===== config.mk =====
export PLATFORM = sky130hd
export DESIGN_NAME = uart_rx_fifo
export DESIGN_NICKNAME = d
export VERILOG_FILES = /design/src/rtl/uart_pkg.sv /design/src/rtl/uart_sync_fifo.sv /design/src/rtl/uart_rx_fifo.sv
export SDC_FILE = /design/constraint.sdc
export NUM_CORES = 1
export LEC_CHECK = 0
export ABC_AREA = 1
export BUFFER_PORTS_ARGS = -buffer_cell sky130_fd_sc_hd__buf_4
export CAP_MARGIN = 10
export CORE_UTILIZATION = 55
export CTS_CLUSTER_DIAMETER = 150
export DETAILED_ROUTE_END_ITERATION = 6
export GPL_TIMING_DRIVEN = 0
export HOLD_SLACK_MARGIN = 0.12
export PLACE_DENSITY = 0.76
export SLEW_MARGIN = 20
export SYNTH_ARGS = -nofsm -noshare
export SYNTH_HDL_FRONTEND = slang
export SYNTH_SLANG_ARGS = --single-unit

===== constraint.sdc =====
create_clock -name clk -period 2.2 [get_ports clk]
set_clock_uncertainty 0.15 [all_clocks]
set_input_delay 0.22 -clock clk [delete_from_list [all_inputs] [get_ports clk]]
set_output_delay 0.22 -clock clk [all_outputs]
set_load 0.01 [all_outputs]

===== src/rtl/uart_pkg.sv =====
// Shared types and constants for the UART receive/echo path.
package uart_pkg;

  localparam int unsigned OVERSAMPLE = 16;

  typedef enum logic [1:0] {RX_IDLE, RX_START, RX_DATA, RX_STOP} rx_state_t;
  typedef enum logic [1:0] {TX_IDLE, TX_START, TX_DATA, TX_STOP} tx_state_t;

  // Clocks per oversample tick, rounded to nearest.
  function automatic int unsigned baud_div(input int unsigned clk_hz, input int unsigned baud);
    return (clk_hz + (OVERSAMPLE / 2) * baud) / (OVERSAMPLE * baud);
  endfunction

endpackage


===== src/rtl/uart_sync_fifo.sv =====
// Single-clock first-word-fall-through FIFO; a pop frees a slot for a same-cycle push when full.
module uart_sync_fifo #(
  parameter int unsigned WIDTH = 8,
  parameter int unsigned DEPTH = 16
) (
  input  logic             clk,
  input  logic             rst_n,
  input  logic             push,
  input  logic             pop,
  input  logic [WIDTH-1:0] din,
  output logic             full,
  output logic             empty,
  output logic [WIDTH-1:0] dout
);

  localparam int unsigned AW = $clog2(DEPTH);

  logic [WIDTH-1:0] mem_q [DEPTH];
  logic [AW:0]      wr_ptr_q, rd_ptr_q;
  logic             do_push, do_pop;

  assign empty   = (wr_ptr_q == rd_ptr_q);
  assign full    = (wr_ptr_q[AW] != rd_ptr_q[AW]) && (wr_ptr_q[AW-1:0] == rd_ptr_q[AW-1:0]);
  assign do_pop  = pop && !empty;
  assign do_push = push && (!full || do_pop);
  assign dout    = mem_q[rd_ptr_q[AW-1:0]];

  always_ff @(posedge clk) begin
    if (!rst_n) begin
      wr_ptr_q <= '0;
      rd_ptr_q <= '0;
      for (int i = 0; i < int'(DEPTH); i++) mem_q[i] <= '0;
    end else begin
      if (do_push) begin
        mem_q[wr_ptr_q[AW-1:0]] <= din;
        wr_ptr_q                <= wr_ptr_q + (AW+1)'(1);
      end
      if (do_pop) rd_ptr_q <= rd_ptr_q + (AW+1)'(1);
    end
  end

endmodule


===== src/rtl/uart_rx_fifo.sv =====
// UART receiver with range filter and RX FIFO; define UART_ECHO_EN to echo accepted bytes on RsTx.
module uart_rx_fifo
  import uart_pkg::*;
#(
  parameter int unsigned CLK_HZ     = 100_000_000,
  parameter int unsigned BAUD       = 9600,
  parameter int unsigned DATA_BITS  = 8,
  parameter int unsigned FIFO_DEPTH = 16,
  parameter int unsigned LO         = 'h21,
  parameter int unsigned HI         = 'h7A
) (
  input  logic                 clk,
  input  logic                 rst_n,
  input  logic                 RsRx,
  output logic                 RsTx,
  output logic [DATA_BITS-1:0] rd_data,
  output logic                 rd_valid,
  input  logic                 rd_ready,
  output logic                 frame_err,
  output logic                 filt_drop,
  output logic                 overflow
);

  localparam int unsigned DIV   = baud_div(CLK_HZ, BAUD);
  localparam int unsigned DIV_W = (DIV > 1) ? $clog2(DIV) : 1;
  localparam int unsigned OS_W  = $clog2(OVERSAMPLE);
  localparam int unsigned BIT_W = $clog2(DATA_BITS + 1);
  localparam logic [OS_W-1:0] OS_MID  = OS_W'(OVERSAMPLE / 2 - 1);
  localparam logic [OS_W-1:0] OS_LAST = OS_W'(OVERSAMPLE - 1);

  logic [DIV_W-1:0] div_q;
  logic             tick;
  logic [2:0]       sync_q;
  logic             rx_bit, rx_fall;

  rx_state_t            state_q, state_d;
  logic [OS_W-1:0]      tcnt_q, tcnt_d;
  logic [BIT_W-1:0]     bcnt_q, bcnt_d;
  logic [DATA_BITS-1:0] shift_q, shift_d;
  logic                 push_q, push_d, ferr_q, ferr_d, fdrop_q, fdrop_d;
  logic                 in_range;
  logic                 fifo_full, fifo_empty;

  // Free-running 16x-baud tick
  assign tick = (div_q == DIV_W'(DIV - 1));

  always_ff @(posedge clk) begin
    if (!rst_n)    div_q <= '0;
    else if (tick) div_q <= '0;
    else           div_q <= div_q + DIV_W'(1);
  end

  // sync_q[1:0] is the synchroniser, sync_q[2] the previous synchronised sample
  always_ff @(posedge clk) begin
    if (!rst_n) sync_q <= 3'b111;
    else        sync_q <= {sync_q[1:0], RsRx};
  end

  assign rx_bit   = sync_q[1];
  assign rx_fall  = sync_q[2] && !sync_q[1];
  assign in_range = (32'(shift_q) >= LO) && (32'(shift_q) <= HI);

  always_ff @(posedge clk) begin
    if (!rst_n) begin
      state_q <= RX_IDLE;
      tcnt_q  <= '0;
      bcnt_q  <= '0;
      shift_q <= '0;
      push_q  <= 1'b0;
      ferr_q  <= 1'b0;
      fdrop_q <= 1'b0;
    end else begin
      state_q <= state_d;
      tcnt_q  <= tcnt_d;
      bcnt_q  <= bcnt_d;
      shift_q <= shift_d;
      push_q  <= push_d;
      ferr_q  <= ferr_d;
      fdrop_q <= fdrop_d;
    end
  end

  // Receive FSM; the stop-bit verdict is registered so push and pulses share one cycle
  always_comb begin
    state_d = state_q;
    tcnt_d  = tcnt_q;
    bcnt_d  = bcnt_q;
    shift_d = shift_q;
    push_d  = 1'b0;
    ferr_d  = 1'b0;
    fdrop_d = 1'b0;
    case (state_q)
      RX_IDLE: begin
        if (rx_fall) begin
          state_d = RX_START;
          tcnt_d  = '0;
        end
      end
      RX_START: begin
        if (tick) begin
          tcnt_d = tcnt_q + OS_W'(1);
          if (tcnt_q == OS_MID) begin
            state_d = rx_bit ? RX_IDLE : RX_DATA;
            tcnt_d  = '0;
            bcnt_d  = '0;
          end
        end
      end
      RX_DATA: begin
        if (tick) begin
          tcnt_d = tcnt_q + OS_W'(1);
          if (tcnt_q == OS_LAST) begin
            shift_d = {rx_bit, shift_q[DATA_BITS-1:1]};
            bcnt_d  = bcnt_q + BIT_W'(1);
            if (bcnt_q == BIT_W'(DATA_BITS - 1)) state_d = RX_STOP;
          end
        end
      end
      RX_STOP: begin
        if (tick) begin
          tcnt_d = tcnt_q + OS_W'(1);
          if (tcnt_q == OS_LAST) begin
            state_d = RX_IDLE;
            if (!rx_bit)       ferr_d  = 1'b1;
            else if (in_range) push_d  = 1'b1;
            else               fdrop_d = 1'b1;
          end
        end
      end
      default: state_d = RX_IDLE;
    endcase
  end

  uart_sync_fifo #(
    .WIDTH (DATA_BITS),
    .DEPTH (FIFO_DEPTH)
  ) u_fifo (
    .clk   (clk),
    .rst_n (rst_n),
    .push  (push_q),
    .pop   (rd_ready),
    .din   (shift_q),
    .full  (fifo_full),
    .empty (fifo_empty),
    .dout  (rd_data)
  );

  assign rd_valid  = !fifo_empty;
  assign frame_err = ferr_q;
  assign filt_drop = fdrop_q;
  // A full FIFO is never empty, so rd_ready alone decides whether a slot frees up
  assign overflow  = push_q && fifo_full && !rd_ready;

`ifdef UART_ECHO_EN
  tx_state_t            tx_state_q, tx_state_d;
  logic [OS_W-1:0]      tx_tcnt_q, tx_tcnt_d;
  logic [BIT_W-1:0]     tx_bcnt_q, tx_bcnt_d;
  logic [DATA_BITS-1:0] tx_shift_q, tx_shift_d, hold_q, hold_d;
  logic                 hold_vld_q, hold_vld_d, tx_q, tx_d;
  logic                 push_ok;

  assign push_ok = push_q && (!fifo_full || rd_ready);

  always_ff @(posedge clk) begin
    if (!rst_n) begin
      tx_state_q <= TX_IDLE;
      tx_tcnt_q  <= '0;
      tx_bcnt_q  <= '0;
      tx_shift_q <= '0;
      hold_q     <= '0;
      hold_vld_q <= 1'b0;
      tx_q       <= 1'b1;
    end else begin
      tx_state_q <= tx_state_d;
      tx_tcnt_q  <= tx_tcnt_d;
      tx_bcnt_q  <= tx_bcnt_d;
      tx_shift_q <= tx_shift_d;
      hold_q     <= hold_d;
      hold_vld_q <= hold_vld_d;
      tx_q       <= tx_d;
    end
  end

  // Echo transmitter fed by a one-entry holding register; echoes arriving while it is full are lost
  always_comb begin
    tx_state_d = tx_state_q;
    tx_tcnt_d  = tx_tcnt_q;
    tx_bcnt_d  = tx_bcnt_q;
    tx_shift_d = tx_shift_q;
    hold_d     = hold_q;
    hold_vld_d = hold_vld_q;
    tx_d       = 1'b1;
    if (push_ok && !hold_vld_q) begin
      hold_d     = shift_q;
      hold_vld_d = 1'b1;
    end
    case (tx_state_q)
      TX_IDLE: begin
        if (hold_vld_q) begin
          tx_state_d = TX_START;
          tx_shift_d = hold_q;
          hold_vld_d = 1'b0;
          tx_tcnt_d  = '0;
        end
      end
      TX_START: begin
        if (tick) begin
          tx_tcnt_d = tx_tcnt_q + OS_W'(1);
          if (tx_tcnt_q == OS_LAST) begin
            tx_state_d = TX_DATA;
            tx_bcnt_d  = '0;
          end
        end
      end
      TX_DATA: begin
        if (tick) begin
          tx_tcnt_d = tx_tcnt_q + OS_W'(1);
          if (tx_tcnt_q == OS_LAST) begin
            tx_shift_d = tx_shift_q >> 1;
            tx_bcnt_d  = tx_bcnt_q + BIT_W'(1);
            if (tx_bcnt_q == BIT_W'(DATA_BITS - 1)) tx_state_d = TX_STOP;
          end
        end
      end
      TX_STOP: begin
        if (tick) begin
          tx_tcnt_d = tx_tcnt_q + OS_W'(1);
          if (tx_tcnt_q == OS_LAST) tx_state_d = TX_IDLE;
        end
      end
      default: tx_state_d = TX_IDLE;
    endcase
    case (tx_state_d)
      TX_START: tx_d = 1'b0;
      TX_DATA:  tx_d = tx_shift_d[0];
      default:  tx_d = 1'b1;
    endcase
  end

  assign RsTx = tx_q;
`else
  assign RsTx = 1'b1;
`endif

endmodule


==> results.md <==
- The effective utilization at floorplan is 56.5%.
- The final period utilization is 109%.
- The number of filler instances in the final layout is 1057.
- The worst-case IR drop observed on VDD is 546 µV.
- STA classifies the critical path endpoint as an output pin.
- After clock tree synthesis, the clock-pin slew on the worst setup and hold paths is 0.06 ns.
- Setup slack on the critical path of the routed design comes to -0.190 ns.
- The routed wire length per instance is 19.1 µm.
- The die is 124 µm tall.
- The final number of hold-violating endpoints was 0.
- The number of antenna repair diodes is 0.
- Routability-driven placement finished with a final weighted congestion of 0.845.
- The final layout contains 918 nets.
- After synthesis, the cell types taking the most area are edfxtp_1, dfxtp_1, nor2_1, o21ai_0, nor2_2.
- The utilization after layout is 67.3%.
- After detailed routing, the number of remaining DRC violations is 0.
- Summing internal, switching and leakage power gives 6.87 mW.
- The checks that failed: capacitance limit, slew limit, setup timing.
- Port buffering added 14 buffers.
- After routing the design area is 9780 µm².
- The signal on the critical path passes through buf_8 > inv_8 > buf_4 > nor2_1 > nor2_1 > o21ai_0 > o21ai_0 > o211ai_1 > nand2_1 > buf_6.
- Counting I/O delays and the setup requirement, the final critical path takes 2.39 ns.
- After the first detailed-routing iteration, the DRC count stood at 796.
- The die is 124 µm wide.
- The kind of path behind the tightest hold check is in -> reg.
- The worst pin sits at a relative slew slack of -0.931%.
- For this design the top-level I/O count stands at 17.
- For this block, the routed nets add up to 21000 µm of wire.
- The last element of the critical path is rd_data[7].
- The total congestion overflow is 0.
- The number of max-slew violations in the final report is 11.
- The synthesized net count is 874.
- The count of antenna-violating nets left after detailed routing is 0.
- The analysis attributes to cell leakage a power of 3.22 nW.
- The number of storage elements in the synthesis netlist is 176.
- On the worst path, the slowest cell contributes a delay of 0.38 ns.
- The H-tree was split into 4 levels.
- Measured in cells, the most critical reg-to-reg path has a length of 9.
- Buffers inserted during clock tree synthesis total 17.
- Of all cell types, the one taking the most synthesized area is edfxtp_1.
- The flow ran to the end, but the final reports show violations.
- The worst setup path is launched from a flip-flop.
- Detailed routing inserted a total of 6433 vias.
- TritonCTS built the clock tree.
- The number of setup violations in the final report is 8.
- The pin count of the biggest net entering global routing is 17.
- The summed instance area of the synthesized netlist is 8220 µm².
- The critical path class is reg -> out.
- The worst reg2reg path endpoint is u_fifo.mem_q[4][0].
- The number of instances in the synthesized netlist is 861.
- The synthesized design devotes to its leading area cell type 46.8% of total area.
- In the final layout, the share of cells above drive strength 1 is 21.8%.
- The number of max-capacitance violations reported is 1.
- Setup repair after global routing could not meet its margin everywhere.
- The via density per instance is 5.84.
- The highest attainable clock frequency is 0.418 GHz.
- The worst path arrival time is 2.02 ns.
- The HPWL reported at the end of detailed placement is 13200 µm.
- In this run, placement finished with an instance count of 1059.
- The total die area is 15400 µm².
- The area added between synthesis and finish is 19.1%.
- The floorplan core area is 14500 µm².
- The total global routing track utilization is 27.9%.
- The clock passes through at most 2 buffers.
- After the flow finishes, the layout carries non-filler instances totaling 1102.
- The via count of the first global-routing pass was 6045.
- At the pin with the least slew margin, the transition time is 1.51 ns.
- Yosys mapped the design onto 32 distinct sky130hd cell types.
- The number of iterations in the first detailed-routing pass is 7.
- The largest fanout on the critical path is 5.
- STA puts the critical path data required time at 1.83 ns.
- The portion of the post-synthesis area used by sequential elements is 58.5%.
- The total cell area at the placement stage is 8550 µm².
- The minimum setup slack after placement is -0.292 ns.
- The power density over cell area is 702 nW/µm².
- The worst register-to-register path has a setup slack of 0.07 ns.
- The clock insertion delay at the later pin of the skew report is 0.44 ns.
- The source of the worst register-to-register timing path is u_fifo.wr_ptr_q[2].
- The number of warning messages in the yosys log is 0.
- The number of antenna violations at the first check in global routing is 0.
- The cell with the biggest individual delay on the critical path is dfxtp_4.
- The cell row count is 44.
- The wire length of the first global-routing pass is 32300 µm.
- The tree is rooted in a clkbuf_16.
- CTS saw 176 sinks.
- The average footprint of a synthesized cell is 9.54 µm².
[timing repair]
action | CTS | global route
gates cloned | 5 | 1
pin swaps | 19 | 18
endpoints found under the setup margin | 120 | 124
hold buffers | 3 | 0
endpoints found under the hold margin | 8 | 0
buffers inserted | 4 | 2
gates resized for setup | 123 | 58
[per-layer routing]
layer | vias to the layer above | share of wire [%] | global-route usage, %
met2 | 357 | 46 | 42.7
met3 | 71 | 9.6 | 5.39
met5 | - | 0 | 0
li1 | 3008 | - | -
met1 | 2997 | 40 | 37.7
met4 | 0 | 4.3 | 14.8
[report_power, final]
group          switching (mW)  leakage (nW)  total, mW  internal [mW]
clock network            1.27         0.268       2.94           1.66
registers              0.0498          1.61       3.72           3.67
logic                   0.137          1.34      0.206         0.0688
total                    1.46          3.22       6.87           5.41
[layout by cell type (no fill, tap or decap), types with 16 or more instances in the layout]
cell type	synthesis	layout
nor2_1	233	217
buf_4	1	16
a21oi_1	25	25
inv_1	37	37
edfxtp_1	128	128
o21ai_1	0	20
o211ai_1	32	32
clkbuf_16	0	21
dfxtp_1	48	43
nor2_2	49	60
nand3_1	38	37
nand2_1	76	57
o21ai_0	91	58
[Yosys cell counts]
| cell type | n |
|---|---|
| a21oi_1 | 25 |
| buf_1 | 5 |
| buf_12 | 1 |
| buf_2 | 2 |
| buf_4 | 1 |
| clkbuf_1 | 32 |
| clkinv_1 | 8 |
| conb_1 | 1 |
| dfxtp_1 | 48 |
| edfxtp_1 | 128 |
| ha_1 | 9 |
| inv_1 | 37 |
| inv_2 | 1 |
| nand2_1 | 76 |
| nand2_2 | 3 |
| nand2_4 | 1 |
| nand2_8 | 10 |
| nand3_1 | 38 |
| nand3_4 | 1 |
| nand3b_1 | 2 |
| nand4_1 | 4 |
| nor2_1 | 233 |
| nor2_2 | 49 |
| nor2_4 | 1 |
| nor3_1 | 4 |
| nor3b_1 | 2 |
| o211ai_1 | 32 |
| o21a_1 | 1 |
| o21ai_0 | 91 |
| or2_2 | 2 |
| xnor2_1 | 4 |
| xor2_1 | 9 |
[cells by family after synthesis]
family	after synthesis	share of synthesized area, %
buffers and inverters	87	4.25
adder cells (fa/ha/maj)	9	1.37
AO/OA/AOI/OAI	149	10.1
flip-flops	176	58.5
XOR/XNOR	13	1.39
other	1	0.0456
AND/OR/NAND/NOR	426	24.4
[worst min path at each step]
stage / start / end / depth (start not counted)
3_3_place_gp: sync_q[0] / sync_q[1] / 1
3_5_place_dp: sync_q[0] / sync_q[1] / 1
5_1_grt: rst_n / flip-flop / 3
4_1_cts: rst_n / flip-flop / 3
2_1_floorplan: RsRx / sync_q[0] / 1
6_report: rst_n / flip-flop / 3
[flip-flops by register name, indices dropped and copies added, names as in the netlist, named ones only]
signal	cells
filt_drop	1
div_q	10
sync_q	3
u_fifo.wr_ptr_q	5
push_q	1
bcnt_q	4
u_fifo.mem_q	128
shift_q	8
u_fifo.rd_ptr_q	5
tcnt_q	4
frame_err	1
state_q	1
[critical path, delay by kind of cell (launching register included)]
family,cells,cell delay [ns]
buffers and inverters,4,0.47
DFF,1,0.38
AOI/OAI and AO/OA,3,0.52
and+or+nand+nor,3,0.21
[cell type report]
type	instances	area (µm²)	share of cell area [%]
flip-flops and latches	176	4810	49.2
multi-input cells	598	3340	34.2
clock buffers	18	429	4.39
repair buffers	28	347	3.54
plain buffers	37	283	2.89
well taps	184	230	2.35
inverters	46	180	1.84
clock inverters	14	139	1.42
repair inverters	1	16.3	0.166
[stage by stage]
step                hold WS [ns]  TNS (ns)
global route               0.154     -1.74
finish                     0.118     -1.17
global placement           0.246    -11.28
CTS                        0.142    -0.916
detailed placement         0.250    -13.68
floorplan                  0.177         0
Note: power is estimated with default switching activity, not from simulation.
